## src/rtl/inst_prefetch_queue_pkg.sv

```systemverilog
// Shared types and constants for the instruction prefetch queue.
package inst_prefetch_queue_pkg;

   // Default queue capacity in 32-bit instruction entries (power of two, >= 2).
   localparam int DEPTH_DEFAULT = 4;

   // Fetch control states.
   typedef enum logic [1:0] {
      S_START = 2'd0,
      S_FETCH = 2'd1,
      S_FULL  = 2'd2
   } state_t;

   // One queued instruction together with its byte address.
   typedef struct packed {
      logic [63:0] pc;
      logic [31:0] inst;
   } entry_t;

   // First byte address of the 8-byte line that follows the one holding pc.
   function automatic logic [63:0] next_line(input logic [63:0] pc);
      return {pc[63:3] + 61'd1, 3'b000};
   endfunction

endpackage

```

## src/rtl/inst_prefetch_queue_if.sv

```systemverilog
// Bus and decode-side signal bundle of the prefetch queue.
// The master side is the queue itself; the slave side is the memory bus
// plus the decode stage.
interface inst_prefetch_queue_if;
   logic [63:0] HADDR;
   logic        HTRANS;
   logic [63:0] HRDATA;
   logic        stall;
   logic        redirect;
   logic [63:0] redirect_pc;
   logic [31:0] inst;
   logic [63:0] inst_pc;
   logic        inst_valid;
   logic        inst_ready;

   modport master (
      output HADDR, HTRANS, inst, inst_pc, inst_valid,
      input  HRDATA, stall, redirect, redirect_pc, inst_ready
   );

   modport slave (
      input  HADDR, HTRANS, inst, inst_pc, inst_valid,
      output HRDATA, stall, redirect, redirect_pc, inst_ready
   );
endinterface

```

## src/rtl/inst_prefetch_queue_fifo.sv

```systemverilog
// Dual-push, single-pop instruction storage with pointer and count logic.
// The head entry is presented combinationally; an empty queue shows zeros.
module prefetch_fifo
   import inst_prefetch_queue_pkg::*;
#(
   parameter  int DEPTH = DEPTH_DEFAULT,
   localparam int PTR_W = $clog2(DEPTH),
   localparam int CNT_W = PTR_W + 1
) (
   input  logic             CLK,
   input  logic             RESET,
   input  logic             i_flush,
   input  logic [1:0]       i_push_cnt,
   input  entry_t           i_push0,
   input  entry_t           i_push1,
   input  logic             i_pop,
   output entry_t           o_head,
   output logic             o_valid,
   output logic [CNT_W-1:0] o_count_next
);

   entry_t           r_mem [DEPTH];
   logic [PTR_W-1:0] r_rd_ptr;
   logic [PTR_W-1:0] r_wr_ptr;
   logic [CNT_W-1:0] r_count;

   logic             w_pop;
   logic [PTR_W-1:0] w_wr_ptr_1;
   logic [CNT_W-1:0] w_count_next;

   // Qualify the pop and compute the occupancy after this edge.
   always_comb begin
      w_pop      = i_pop && (r_count != '0) && !i_flush;
      w_wr_ptr_1 = r_wr_ptr + PTR_W'(1);
      if (i_flush) begin
         w_count_next = '0;
      end else begin
         w_count_next = r_count + CNT_W'(i_push_cnt) - CNT_W'(w_pop);
      end
   end

   // Pointers, count and storage; a flush empties the queue and drops any push.
   // Pointers wrap naturally because DEPTH is a power of two, so the second
   // word of a straddling push lands in slot 0.
   always_ff @(posedge CLK or negedge RESET) begin
      if (!RESET) begin
         r_rd_ptr <= '0;
         r_wr_ptr <= '0;
         r_count  <= '0;
         for (int i = 0; i < DEPTH; i++) begin
            r_mem[i] <= '0;
         end
      end else if (i_flush) begin
         r_rd_ptr <= '0;
         r_wr_ptr <= '0;
         r_count  <= '0;
      end else begin
         r_count  <= w_count_next;
         r_wr_ptr <= r_wr_ptr + PTR_W'(i_push_cnt);
         r_rd_ptr <= r_rd_ptr + PTR_W'(w_pop);
         if (i_push_cnt != 2'd0) begin
            r_mem[r_wr_ptr] <= i_push0;
         end
         if (i_push_cnt == 2'd2) begin
            r_mem[w_wr_ptr_1] <= i_push1;
         end
      end
   end

   // Head presentation with no added latency.
   always_comb begin
      o_valid      = (r_count != '0);
      o_head       = o_valid ? r_mem[r_rd_ptr] : '0;
      o_count_next = w_count_next;
   end

endmodule

```

## src/rtl/inst_prefetch_queue.sv

```systemverilog
// Instruction prefetch queue: fetches 8-byte lines from the bus, splits
// them into 32-bit instructions and queues them for the decode stage.
// The fetch FSM and fetch address live here; storage lives in prefetch_fifo.
module inst_prefetch_queue
   import inst_prefetch_queue_pkg::*;
#(
   parameter  int          DEPTH    = DEPTH_DEFAULT,
   parameter  logic [63:0] RESET_PC = 64'h0,
   localparam int          CNT_W    = $clog2(DEPTH) + 1
) (
   input logic                    CLK,
   input logic                    RESET,
   inst_prefetch_queue_if.master  bus
);

   state_t           r_state;
   state_t           w_state_next;
   logic [63:0]      r_fetch_pc;
   logic [63:0]      w_fetch_pc_next;

   logic             w_htrans;
   logic             w_accept;
   logic             w_pop;
   logic [1:0]       w_push_cnt;
   entry_t           w_push0;
   entry_t           w_push1;
   entry_t           w_head;
   logic             w_head_valid;
   logic [CNT_W-1:0] w_count_next;
   logic [CNT_W-1:0] w_free;
   logic [CNT_W-1:0] w_need;
   logic             w_room_ok;
   logic             w_unused_ok;

   // The two low redirect target bits are intentionally ignored.
   assign w_unused_ok = &{1'b0, bus.redirect_pc[1:0]};

   // Request/accept decode and split of the captured line into queue entries.
   // An odd-word fetch address only keeps the upper word of the line.
   always_comb begin
      w_htrans   = (r_state == S_FETCH) && !bus.redirect;
      w_accept   = w_htrans && !bus.stall;
      w_pop      = bus.inst_ready && !bus.redirect;
      w_push_cnt = 2'd0;
      w_push0    = '0;
      w_push1    = '0;
      if (w_accept) begin
         if (r_fetch_pc[2]) begin
            w_push_cnt   = 2'd1;
            w_push0.pc   = r_fetch_pc;
            w_push0.inst = bus.HRDATA[63:32];
         end else begin
            w_push_cnt   = 2'd2;
            w_push0.pc   = r_fetch_pc;
            w_push0.inst = bus.HRDATA[31:0];
            w_push1.pc   = r_fetch_pc + 64'd4;
            w_push1.inst = bus.HRDATA[63:32];
         end
      end
   end

   // Next fetch address and FSM transitions; redirect overrides everything.
   // Room is judged against the occupancy after this edge and the size of
   // the transfer that the next fetch address will produce.
   always_comb begin
      w_state_next    = r_state;
      w_fetch_pc_next = r_fetch_pc;
      if (w_accept) begin
         w_fetch_pc_next = next_line(r_fetch_pc);
      end
      w_free    = CNT_W'(DEPTH) - w_count_next;
      w_need    = w_fetch_pc_next[2] ? CNT_W'(1) : CNT_W'(2);
      w_room_ok = (w_free >= w_need);
      case (r_state)
         S_START: w_state_next = S_FETCH;
         S_FETCH: if (!w_room_ok) w_state_next = S_FULL;
         S_FULL:  if (w_room_ok)  w_state_next = S_FETCH;
         default: w_state_next = S_START;
      endcase
      if (bus.redirect) begin
         w_state_next    = S_FETCH;
         w_fetch_pc_next = {bus.redirect_pc[63:2], 2'b00};
      end
   end

   // State and fetch address registers.
   always_ff @(posedge CLK or negedge RESET) begin
      if (!RESET) begin
         r_state    <= S_START;
         r_fetch_pc <= {RESET_PC[63:2], 2'b00};
      end else begin
         r_state    <= w_state_next;
         r_fetch_pc <= w_fetch_pc_next;
      end
   end

   prefetch_fifo #(
      .DEPTH (DEPTH)
   ) u_fifo (
      .CLK          (CLK),
      .RESET        (RESET),
      .i_flush      (bus.redirect),
      .i_push_cnt   (w_push_cnt),
      .i_push0      (w_push0),
      .i_push1      (w_push1),
      .i_pop        (w_pop),
      .o_head       (w_head),
      .o_valid      (w_head_valid),
      .o_count_next (w_count_next)
   );

   assign bus.HTRANS     = w_htrans;
   assign bus.HADDR      = {r_fetch_pc[63:3], 3'b000};
   assign bus.inst       = w_head.inst;
   assign bus.inst_pc    = w_head.pc;
   assign bus.inst_valid = w_head_valid;

endmodule

```

## src/flat_wrapper.sv

```systemverilog
// flat-port wrapper written by rule: the top's interface ports become plain ports
module inst_prefetch_queue_flat import inst_prefetch_queue_pkg::*;
#(
   parameter  int          DEPTH    = DEPTH_DEFAULT,
   parameter  logic [63:0] RESET_PC = 64'h0,
   localparam int          CNT_W    = $clog2(DEPTH) + 1
)
  (CLK, RESET, bus_HADDR, bus_HTRANS, bus_inst, bus_inst_pc, bus_inst_valid, bus_HRDATA, bus_stall, bus_redirect, bus_redirect_pc, bus_inst_ready);
  inst_prefetch_queue_if bus_i ();
  input logic CLK;
  input logic RESET;
  output wire logic [$bits(bus_i.HADDR)-1:0] bus_HADDR;
  output wire logic [$bits(bus_i.HTRANS)-1:0] bus_HTRANS;
  output wire logic [$bits(bus_i.inst)-1:0] bus_inst;
  output wire logic [$bits(bus_i.inst_pc)-1:0] bus_inst_pc;
  output wire logic [$bits(bus_i.inst_valid)-1:0] bus_inst_valid;
  input wire logic [$bits(bus_i.HRDATA)-1:0] bus_HRDATA;
  input wire logic [$bits(bus_i.stall)-1:0] bus_stall;
  input wire logic [$bits(bus_i.redirect)-1:0] bus_redirect;
  input wire logic [$bits(bus_i.redirect_pc)-1:0] bus_redirect_pc;
  input wire logic [$bits(bus_i.inst_ready)-1:0] bus_inst_ready;
  assign bus_HADDR = bus_i.HADDR;
  assign bus_HTRANS = bus_i.HTRANS;
  assign bus_inst = bus_i.inst;
  assign bus_inst_pc = bus_i.inst_pc;
  assign bus_inst_valid = bus_i.inst_valid;
  assign bus_i.HRDATA = bus_HRDATA;
  assign bus_i.stall = bus_stall;
  assign bus_i.redirect = bus_redirect;
  assign bus_i.redirect_pc = bus_redirect_pc;
  assign bus_i.inst_ready = bus_inst_ready;
  inst_prefetch_queue #(.DEPTH(DEPTH), .RESET_PC(RESET_PC)) u_core (.CLK(CLK), .RESET(RESET), .bus(bus_i));
endmodule
```

## config.mk

```make
export PLATFORM = sky130hd
export DESIGN_NAME = inst_prefetch_queue_flat
export DESIGN_NICKNAME = d
export VERILOG_FILES = /design/src/rtl/inst_prefetch_queue_pkg.sv /design/src/rtl/inst_prefetch_queue_if.sv /design/src/rtl/inst_prefetch_queue_fifo.sv /design/src/rtl/inst_prefetch_queue.sv /design/src/flat_wrapper.sv
export SDC_FILE = /design/constraint.sdc
export NUM_CORES = 1
export LEC_CHECK = 0
export ABC_CLOCK_PERIOD_IN_PS = 5900
export CAP_MARGIN = 20
export CORE_ASPECT_RATIO = 1.2
export CORE_MARGIN = 2
export CORE_UTILIZATION = 45
export CTS_CLUSTER_SIZE = 16
export DETAILED_ROUTE_END_ITERATION = 16
export MAX_ROUTING_LAYER = met4
export PLACE_DENSITY = 0.67
export REMOVE_ABC_BUFFERS = 1
export SYNTH_ARGS = -nofsm -noshare
export SYNTH_HDL_FRONTEND = slang
export SYNTH_SLANG_ARGS = --single-unit
export TNS_END_PERCENT = 5
```

## constraint.sdc

```tcl
create_clock -name CLK -period 5.9 [get_ports CLK]
set_input_delay 1.18 -clock CLK [delete_from_list [all_inputs] [get_ports CLK]]
set_output_delay 1.18 -clock CLK [all_outputs]
set_load 0.01 [all_outputs]
```

After elaboration in Yosys (flattened, before gate mapping)
Index checks and enable logic that the tools add are counted.
{"block": "word_totals", "ff_bits": 457, "word_cells": 80, "input_bits": 133}
{"block": "op_classes", "n_bitwise": 3, "n_eq_ne": 5, "n_addsub": 8, "n_lt_le_gt_ge": 6, "mux": 30, "reduce_logical": 14}
{"operator": "$mux W384", "n": 3}
{"operator": "$bwmux W384", "n": 2}
{"operator": "$mux W96", "n": 8}
{"operator": "$demux W96 S2", "n": 2}
{"operator": "$bmux W96 S2", "n": 1}
{"operator": "$mux W64", "n": 2}
{"operator": "$add A64 B3 Y64 const B", "n": 1}
{"operator": "$add A61 B1 Y61 const B", "n": 1}
{"operator": "$mux W35", "n": 1}
{"operator": "$mux W2", "n": 8}
{"operator": "$ge A3 B3 Y1 const B", "n": 3}
{"operator": "$not A2 Y3", "n": 3}
{"operator": "$logic_and A1 B1 Y1", "n": 7}
{"operator": "$lt A3 B1 Y1 const B", "n": 2}
{"operator": "$mux W3", "n": 2}
{"operator": "$pmux W2 S3", "n": 1}
{"operator": "$eq A2 B2 Y1 const B", "n": 2}
{"operator": "$reduce_bool A2 Y1", "n": 2}
{"operator": "$add A3 B2 Y3", "n": 1}
{"operator": "$ge A3 B3 Y1", "n": 1}
{"operator": "$ne A3 B2 Y1 const B", "n": 1}
{"operator": "$ne A3 B3 Y1 const B", "n": 1}
{"operator": "$reduce_bool A3 Y1", "n": 1}
{"operator": "$sub A3 B1 Y3", "n": 1}
{"operator": "other kinds (8)", "n": 9}

Logic depth before layout (Yosys ltp)
Gate-level depths: netlist of the first run.
{"block": "logic_depth", "ltp_word": 12, "depth_mapped": 15}

Cells and area by module
From an unflattened synthesis of the first run, not the netlist that was laid out.
{"block": "unflattened", "hier_cells": 2544, "area_unflattened_um2": 25430.6}
{"mod": "prefetch_fifo", "n_inst": 1, "cells_per_inst": 1769, "seq_area_each_um2": 9784.4, "area_each_um2": 19454.9}
{"mod": "inst_prefetch_queue", "n_inst": 1, "cells_per_inst": 775, "seq_area_each_um2": 1601.5, "area_each_um2": 5975.7}

Worst setup path after synthesis of the first run
Ideal clock, no wire load.
{"block": "synth_timing", "path_kind": "in2reg", "from": "input bus_redirect", "to": "register u_core.r_state[0]", "t_arrival_ns": 4.474, "required_time_ns": 5.760, "setup_slack_ns": 1.286, "path_stages": 14, "cell_sequence": "clkbuf_1 nor4b_1 buf_2 buf_1 clkbuf_1 nand2_1 ha_1 fa_1 or2_2 ha_1 ha_1 a211oi_1 o211a_1 a31oi_1"}
{"block": "synth_between", "elab_chain_cells": 11}
{"item": "start, declared", "line_no": "flat_wrapper.sv:19", "text": "input wire logic [$bits(bus_i.redirect)-1:0] bus_redirect;"}
{"item": "$logic_not A1 Y1", "line_no": "inst_prefetch_queue_fifo.sv:33, inst_prefetch_queue.sv:41, inst_prefetch_queue.sv:43"}
{"item": "$logic_and A1 B1 Y1", "line_no": "inst_prefetch_queue.sv:41", "text": "w_htrans = (r_state == S_FETCH) && !bus.redirect;"}
{"item": "$logic_and A1 B1 Y1", "line_no": "inst_prefetch_queue.sv:42", "text": "w_accept = w_htrans && !bus.stall;"}
{"item": "$mux W2", "line_no": "inst_prefetch_queue.sv:47", "text": "if (w_accept) begin"}
{"item": "$add A3 B2 Y3", "line_no": "inst_prefetch_queue_fifo.sv:38", "text": "w_count_next = r_count + CNT_W'(i_push_cnt) - CNT_W'(w_pop);"}
{"item": "$sub A3 B1 Y3", "line_no": "inst_prefetch_queue_fifo.sv:38"}
{"item": "$mux W3", "line_no": "inst_prefetch_queue_fifo.sv:35", "text": "if (i_flush) begin"}
{"item": "$sub A3 B3 Y3", "line_no": "inst_prefetch_queue.sv:71", "text": "w_free = CNT_W'(DEPTH) - w_count_next;"}
{"item": "$ge A3 B3 Y1", "line_no": "inst_prefetch_queue.sv:73", "text": "w_room_ok = (w_free >= w_need);"}
{"item": "$ne A3 B3 Y1 (no line) / $ne A3 B2 Y1 (equally long branches)"}
{"item": "$reduce_and A2 Y1 (no line)"}
{"item": "end signal, assigned", "line_no": "inst_prefetch_queue.sv:92", "text": "r_state <= w_state_next;"}
{"item": "end, declared", "line_no": "inst_prefetch_queue.sv:16", "text": "state_t r_state;"}
Several ways; a longest one is shown, not always the timed one. The select of a mux whose other input is x is not followed.
A chain may end at the register's enable or synchronous reset.

Worst setup path after layout of the first run
{"block": "layout_timing", "from": "register u_core.u_fifo.r_rd_ptr[0]", "to": "output bus_inst_pc[15]"}
{"block": "layout_between", "elab_chain_cells": 5}
{"item": "start, declared", "line_no": "inst_prefetch_queue_fifo.sv:23", "text": "logic [PTR_W-1:0] r_rd_ptr;"}
{"item": "start signal, assigned", "line_no": "inst_prefetch_queue_fifo.sv:60", "text": "r_rd_ptr <= r_rd_ptr + PTR_W'(w_pop);"}
{"item": "$not A2 Y3 (implied by the code)", "line_no": "inst_prefetch_queue_fifo.sv:73", "text": "o_head = o_valid ? r_mem[r_rd_ptr] : '0;"}
{"item": "$bmux W96 S2", "line_no": "inst_prefetch_queue_fifo.sv:73"}
{"item": "$mux W96 (implied by the code) (2 in series)", "line_no": "inst_prefetch_queue_fifo.sv:73"}
{"item": "$mux W96", "line_no": "inst_prefetch_queue_fifo.sv:73"}
{"item": "end, declared", "line_no": "flat_wrapper.sv:15", "text": "output wire logic [$bits(bus_i.inst_pc)-1:0] bus_inst_pc;"}
Every way passes these cells. The select of a mux whose other input is x is not followed.

==> results by group, run 1 <==
Outcome
  • Status: finished clean

Drt
  • Via count: approximately 18,000
  • Starting DRT DRC Count: approximately 1,500
  • Drt via density: between 5 and 6
  • Met3 Wirelength: between 5000 and 6000 um
  • Antenna-violating nets left: 0
  • DRC viols: 0
  • Met2 WL: 33,000 um
  • DRT met1 WL: roughly 28,000 um
  • Highest metal used: met4
  • DRT Pass-1 Iters: 6
  • Wire per inst: 23.1 um
  • Routed WL: a little under 70,000 um

Layout
  • Area Overhead vs Synth: 20.8%
  • Fin nets: around 2,400
  • Layout cells sized above 1: between 20% and 30%
  • Filler cell count: ~4,300

Synthesis
  • Top cell type's share of synthesized area: between 40% and 50%
  • Leading post-synthesis cells by cell area: dfrtp_1, mux4_2, nand2_1
  • Seq/Total Area, Yosys: between 40% and 50%
  • Asr flop ratio synth: 100%
  • Synth Register Bits: 455
  • Synthesized instance count: 2,131
  • Area leader, netlist: dfrtp_1
  • Synth cell count leaders: nand2_1, dfrtp_1, mux2_2, clkbuf_1, o221a_2
  • Number of enable flip-flop cells after synthesis: 0
  • Post-Syn Area per Cell: ~11 um^2
  • Ys flop type: dfrtp_1
  • Top-count cell post-synth: nand2_1
  • Yosys Warn Count: 0
  • Yosys cell types: slightly below 60
  • Mapped Area: approximately 23,000 um^2

Place
  • Dpl ws: roughly 1.2 ns
  • I/O Buffers: just under 300
  • HPWL after DPL: around 42,000 um
  • Routability cong.: approximately 0.85

Power and ir drop
  • LEAKAGE: approximately 11 nW
  • VDD IR max: between 0.2 and 0.3 mV
  • Flop pwr share: 39.8%
  • Switching power: 0.00407 W
  • Clk pwr share: between 20% and 30%
  • Logic gate share of total power: about a third
  • Pint: 0.00917 W
  • Sw frac: between 30% and 40%
  • Total power: ~0.013 W
  • Cell area power density: around 480 nW/um^2

Timing
  • Final hold viol count: 0
  • Slew Limit Headroom: between 20 and 30%
  • Final Max Slew Viols: 0
  • Final period utilization: 76.1%
  • Final worst slack: roughly 1.4 ns
  • Post-Route Skew: between 0.015 and 0.02 ns
  • Fmax: ~220 MHz
  • RSZ-0062 raised after global routing: false
  • Final setup fails: 0
  • Post-route minimum period: around 4.5 ns
  • Worst slew pin tran: 1.08 ns
  • WHS: between 0.4 and 0.5 ns

Hold path
  • Worst hold path type: flip-flop to flip-flop

Setup path
  • Crit path DAT: 3.31 ns
  • WS Path Type: flip-flop to primary output
  • Max incr delay on CP: just under 0.9 ns
  • Worst path slowest cell: dfrtp_4
  • CP Max Fanout: 30
  • CP required: 4.72 ns
  • CP Launch Type: flip-flop
  • Worst path cell trace: buf_4 > mux4_2 > and2_1 > clkdlybuf4s50_1
  • Worst Path Buf+Inv: 2
  • Worst setup EP type: primary output
  • Cell family contributing the most delay on the critical path: buffers and inverters

CTS
  • CTS Root Cell: clkbuf_16
  • CTS buffer count: 49
  • CTS tree: built
  • Clock transition at the registers of the reported paths: around 0.06 ns
  • CTS resizes: 0
  • Clk buf depth: 3
  • Clock Sinks: 455
  • H-tree Lvls: 2
  • Post-CTS setup repair buffer count: 0
  • Skew-Pair Late Insertion Delay: about 0.60 ns
  • Hold buffers post-CTS: 0

Die
  • Die W: about 210 um
  • Starting Density: ~46%
  • CORE AREA: 50,400 um^2
  • I/O pin cnt: 295
  • Die Span Y: approximately 250 um
  • Placement Rows: 90
  • DIE AREA: approximately 53,000 um^2

Global routing
  • First-pass GRT wire length: around 110,000 um
  • Vias in the first global route: approximately 18,000
  • Overall global routing resource usage: a little over a quarter
  • Remaining Overflow, GRT: 0
  • Largest net degree at the start of global routing: ~170
  • Initial antenna violation count: 4

Run
  • Max_cap viols: 0
-- tightest hold or removal path, stage by stage, from the launching register on --
cell and delay (ns):
dfrtp_1 0.33, nand2_1 0.05, nand2_1 0.05
-- metrics by stage --
step / cells / setup TNS (ns) / utilization (%) / area, um^2
2_1_floorplan: 1894 / -1393.79 / - / 21900
6_report: 2955 / 0 / 55.2 / 27900
5_1_grt: 2955 / 0 / 55.2 / 27900
3_5_place_dp: 2861 / 0 / 51.6 / 26000
4_1_cts: 2951 / 0 / 55.2 / 27800
3_3_place_gp: 2861 / 0 / 51.6 / 26000
-- area by class of cell --
class | instances | area, um^2 | area share (%)
tap | 644 | 806 | 2.89
clock buffer | 69 | 1430 | 5.14
sequential | 455 | 11400 | 40.9
clock inverter | 21 | 393 | 1.41
inverter | 21 | 78.8 | 0.283
multi-input combinational | 1418 | 10500 | 37.7
timing repair buffer | 323 | 3240 | 11.6
antenna | 4 | 10.0 | 0.0359
-- flip-flops by register name (all words and copies together), names as in the netlist --
signal / count
u_core.u_fifo.r_mem: 384
u_core.u_fifo.r_count: 3
u_core.r_fetch_pc: 62
u_core.r_state: 2
u_core.u_fifo.r_rd_ptr: 2
u_core.u_fifo.r_wr_ptr: 2
-- per-layer routing --
layer  GRT usage, %  up-vias
met3           5.51      121
li1               -     7757
met5              -        -
met2           42.8      760
met4           7.61        0
met1           34.4     8908
-- kinds of logic after synthesis --
logic type / after synthesis / share of synthesized area [%]
other: 1 / 0.0163
multiplexers: 253 / 17.0
AND/OR/NAND/NOR: 835 / 16.5
adder cells (fa/ha/maj): 10 / 0.575
AO/OA/AOI/OAI: 276 / 9.37
XOR/XNOR: 41 / 1.62
buffers and inverters: 260 / 5.54
flip-flops: 455 / 49.4
-- cell usage in the layout, fill, tap and decap left out, types with 7 or more instances in the layout --
| cell | Yosys | layout |
|---|---|---|
| a211oi_1 | 14 | 14 |
| a21oi_1 | 14 | 13 |
| a31oi_1 | 19 | 19 |
| and2_1 | 97 | 97 |
| and3_1 | 17 | 17 |
| buf_12 | 0 | 7 |
| buf_4 | 64 | 28 |
| bufinv_16 | 0 | 10 |
| clkbuf_1 | 110 | 8 |
| clkbuf_16 | 0 | 50 |
| clkbuf_8 | 0 | 11 |
| clkdlybuf4s50_1 | 0 | 287 |
| dfrtp_1 | 455 | 452 |
| ha_1 | 9 | 9 |
| inv_1 | 19 | 19 |
| mux2_2 | 153 | 153 |
| mux4_2 | 96 | 96 |
| nand2_1 | 479 | 477 |
| nand3_1 | 33 | 33 |
| nand4_1 | 38 | 38 |
| nor2_1 | 100 | 99 |
| nor3_1 | 12 | 9 |
| nor4_1 | 18 | 17 |
| o21ai_0 | 92 | 92 |
| o221a_2 | 103 | 103 |
| o22ai_1 | 12 | 12 |
| or3_1 | 16 | 15 |
| xnor2_1 | 18 | 18 |
| xor2_1 | 22 | 22 |
-- power groups by stage --
stage,Combinational (W),Clock [W],Sequential [W]
2_1_floorplan,0.00276,0,0.00506
5_1_grt,0.00488,0.00365,0.00543
4_1_cts,0.00455,0.00351,0.00525
3_3_place_gp,0.00443,0,0.00518
3_5_place_dp,0.00453,0,0.00530
6_report,0.00450,0.00347,0.00527
-- final timing paths --
kind	start	end	slack, ns	depth (start not counted)
worst max-delay path	u_core.u_fifo.r_rd_ptr[0]	bus_inst_pc[15]	1.41	4
worst min-delay path	u_core.u_fifo.r_mem[66]	u_core.u_fifo.r_mem[66]	0.46	2
worst max register to register	u_core.r_fetch_pc[2]	u_core.r_state[0]	2.24	11
worst min register to register	u_core.u_fifo.r_mem[66]	u_core.u_fifo.r_mem[66]	0.46	2
max in group asynchronous	RESET	u_core.u_fifo.r_mem[243]	3.73	2
min in group asynchronous	RESET	u_core.u_fifo.r_mem[304]	0.64	1
No activity file was read; power rests on OpenSTA's default activity.
==> run 2, diff against run 1 <==
ABC_CLOCK_PERIOD_IN_PS = 4050   (was 5900)
PLACE_DENSITY = 0.7   (was 0.67)
clock period = 4.05 ns   (was 5.9 ns; I/O delays follow)
==> run 2 against run 1 <==
Combinational power increased by 50%. Clock-buffer cell count down 1. Utilization up 0.67 points. Worst hold slack got worse by 0.17 ns. Via count up 1.2%. Routed wire length is 0.22% higher. Final cell count increased by 1.1%. Worst setup slack worse by 1.1 ns. Cell area grew 1.2%. Sequential share of layout area is 0.49 points lower. Non-clock buffer count is 34 higher. Critical path depth is the same. Critical path type unchanged. Largest cell class unchanged.
==> results by group, run 2 (synthesized netlist as in run 1, its figures left out) <==
CTS
  • Hold buffers post-CTS: 0 (unchanged)
  • H-tree Lvls: 2 (unchanged)
  • Post-CTS setup repair buffer count: 0 (unchanged)
  • Clock transition at the registers of the reported paths: 0.06 ns (about the same)
  • CTS Root Cell: clkbuf_16
  • Skew-Pair Late Insertion Delay: 0.61 ns (about the same)
  • Clk buf depth: 3 (unchanged)
  • Clock Sinks: 455 (unchanged)
  • CTS resizes: 0 (unchanged)
  • CTS tree: built
  • CTS buffer count: 49 (unchanged)

Timing
  • Final period utilization: just over 90%
  • RSZ-0062 raised after global routing: false
  • Fmax: approximately 260 MHz
  • Post-route minimum period: 3.78 ns
  • Worst slew pin tran: 0.997 ns (-0.0857 ns)
  • Final Max Slew Viols: 0 (unchanged)
  • Final setup fails: 0 (unchanged)
  • Slew Limit Headroom: 33.5% (+5.7 points)
  • Final worst slack: 0.266 ns (-1.14 ns)
  • Final setup TNS: 0 ns (unchanged)
  • Post-Route Skew: 0.0319 ns (+0.0128 ns)
  • Final hold viol count: 0 (unchanged)

Setup path
  • Worst path cell trace: buf_4 > mux4_2 > and2_1 > clkdlybuf4s50_1
  • CP required: 3.24 ns (-1.48 ns)
  • WS Path Type: flip-flop to primary output
  • CP Max Fanout: 18 (-40%)
  • Worst path slowest cell: dfrtp_4
  • Worst setup EP type: primary output
  • CP Launch Type: flip-flop
  • Max incr delay on CP: 0.72 ns (-0.16 ns)
  • Crit path DAT: 2.97 ns (-0.34 ns)

Drt
  • Starting DRT DRC Count: 1,691 (+15%)
  • Drt via density: 5.94 (about the same)
  • Antenna-violating nets left: 0 (unchanged)
  • Via count: 17,800 (+1.2%)
  • Wire per inst: 22.9 um (-0.88%)
  • DRT met1 WL: 27,800 um (-0.76%)
  • DRT Pass-1 Iters: 5 (-1)
  • Met2 WL: 33,400 um (+0.95%)
  • Routed WL: 68,300 um (+0.22%)
  • Highest metal used: met4
  • DRC viols: 0 (unchanged)
  • Met3 Wirelength: 5540 um (-1.1%)

Layout
  • Footprint of the multi-input gates: 10,500 um^2 (unchanged)
  • Max reg flops: 384 (unchanged)
  • Commonest non-fill, non-tap cell in the layout: nand2_1
  • Register Area: 11,400 um^2 (unchanged)
  • Biggest regs: u_core.u_fifo.r_mem (384), u_core.r_fetch_pc (62), u_core.u_fifo.r_count (3)
  • Area Overhead vs Synth: 22.3%
  • Post-route cell area: 28,200 um^2 (+1.2%)
  • Fin nets: 2,445 (+1.4%)
  • Filler cell count: 4,226 (-1.7%)
  • Most flops, register: u_core.u_fifo.r_mem
  • Most frequent cells in the layout: nand2_1, dfrtp_1, clkdlybuf4s50_1
  • Layout cells sized above 1: 22.8% (+1.3 points)

Die
  • CORE AREA: 50,400 um^2 (unchanged)
  • DIE AREA: 53,100 um^2 (unchanged)
  • Placement Rows: 90 (unchanged)
  • Die W: 211 um (unchanged)
  • I/O pin cnt: 295 (unchanged)
  • Starting Density: 45.7% (unchanged)
  • Die Span Y: 252 um (unchanged)

Place
  • Dpl ws: 0.0442 ns (-1.17 ns)
  • I/O Buffers: 289 (unchanged)
  • HPWL after DPL: 43,500 um (+4.8%)
  • Placed inst area: 26,400 um^2 (+1.4%)
  • Routability cong.: 0.850 (about the same)

Global routing
  • Vias in the first global route: 18,600 (+2.4%)
  • Largest net degree at the start of global routing: 117 (-32%)
  • Remaining Overflow, GRT: 0 (unchanged)
  • Overall global routing resource usage: 26.7% (+0.098 points)
  • First-pass GRT wire length: 107,000 um (+0.79%)
  • Initial antenna violation count: 2 (-2)

Power and ir drop
  • Total power: 0.0192 W (+45%)
  • LEAKAGE: 11.6 nW (+1.7%)
  • Cell area power density: 681 nW/um^2 (+43%)
  • VDD IR max: 0.407 mV (+51%)

Hold path
  • Worst hold path type: primary input to async pin

Run
  • Max_cap viols: 0 (unchanged)

Outcome
  • Status: finished clean
-- run 2: critical path: cells and delay by family, from the launching register on --
| family | cells | cell delay (ns) |
|---|---|---|
| flip-flops | 1 | 0.72 |
| multiplexers | 1 | 0.56 |
| buffers and inverters | 2 | 0.91 |
| AND/OR/NAND/NOR | 1 | 0.20 |
-- run 2: path summary, 6_finish.rpt --
path	endpoint	cells past startpoint	start	slack (ns)
max	bus_inst_pc[40]	4	u_core.u_fifo.r_rd_ptr[0]	0.27
min	u_core.u_fifo.r_mem[309]	1	RESET	0.29
min in group CLK	u_core.u_fifo.r_mem[67]	2	u_core.u_fifo.r_mem[67]	0.46
min reg2reg	u_core.u_fifo.r_mem[67]	2	u_core.u_fifo.r_mem[67]	0.46
max in group asynchronous	u_core.u_fifo.r_mem[51]	2	RESET	2.61
max reg2reg	u_core.r_state[0]	13	u_core.u_fifo.r_count[0]	0.68
-- run 2: final cells by class --
type / instances / share of cell area (%)
multi-input combinational: 1418 / 37.2
clock buffer: 68 / 5.06
tap: 644 / 2.86
clock inverter: 23 / 1.16
antenna: 2 / 0.0178
timing repair buffer: 357 / 13.0
sequential: 455 / 40.4
inverter: 21 / 0.280
-- run 2: routing by layer --
layer | global-route usage [%] | up-vias
li1 | - | 7833
met1 | 33.8 | 8989
met2 | 43.5 | 808
met3 | 5.65 | 128
met4 | 7.91 | 0
met5 | - | -
-- run 2: power by group --
group / total (W) / internal (W) / switching [W]
clock: 0.00483 / 0.00292 / 0.00191
sequential: 0.00764 / 0.00646 / 0.00119
combinational: 0.00673 / 0.00389 / 0.00284
-- run 2: per-stage QoR --
stage	util [%]	std cells	hold slack [ns]
after floorplan	-	1894	0.433
after global placement	52.3	2893	0.443
after detailed placement	52.3	2893	0.450
after CTS	55.8	2984	0.342
after global routing	55.9	2988	0.363
final	55.9	2988	0.289
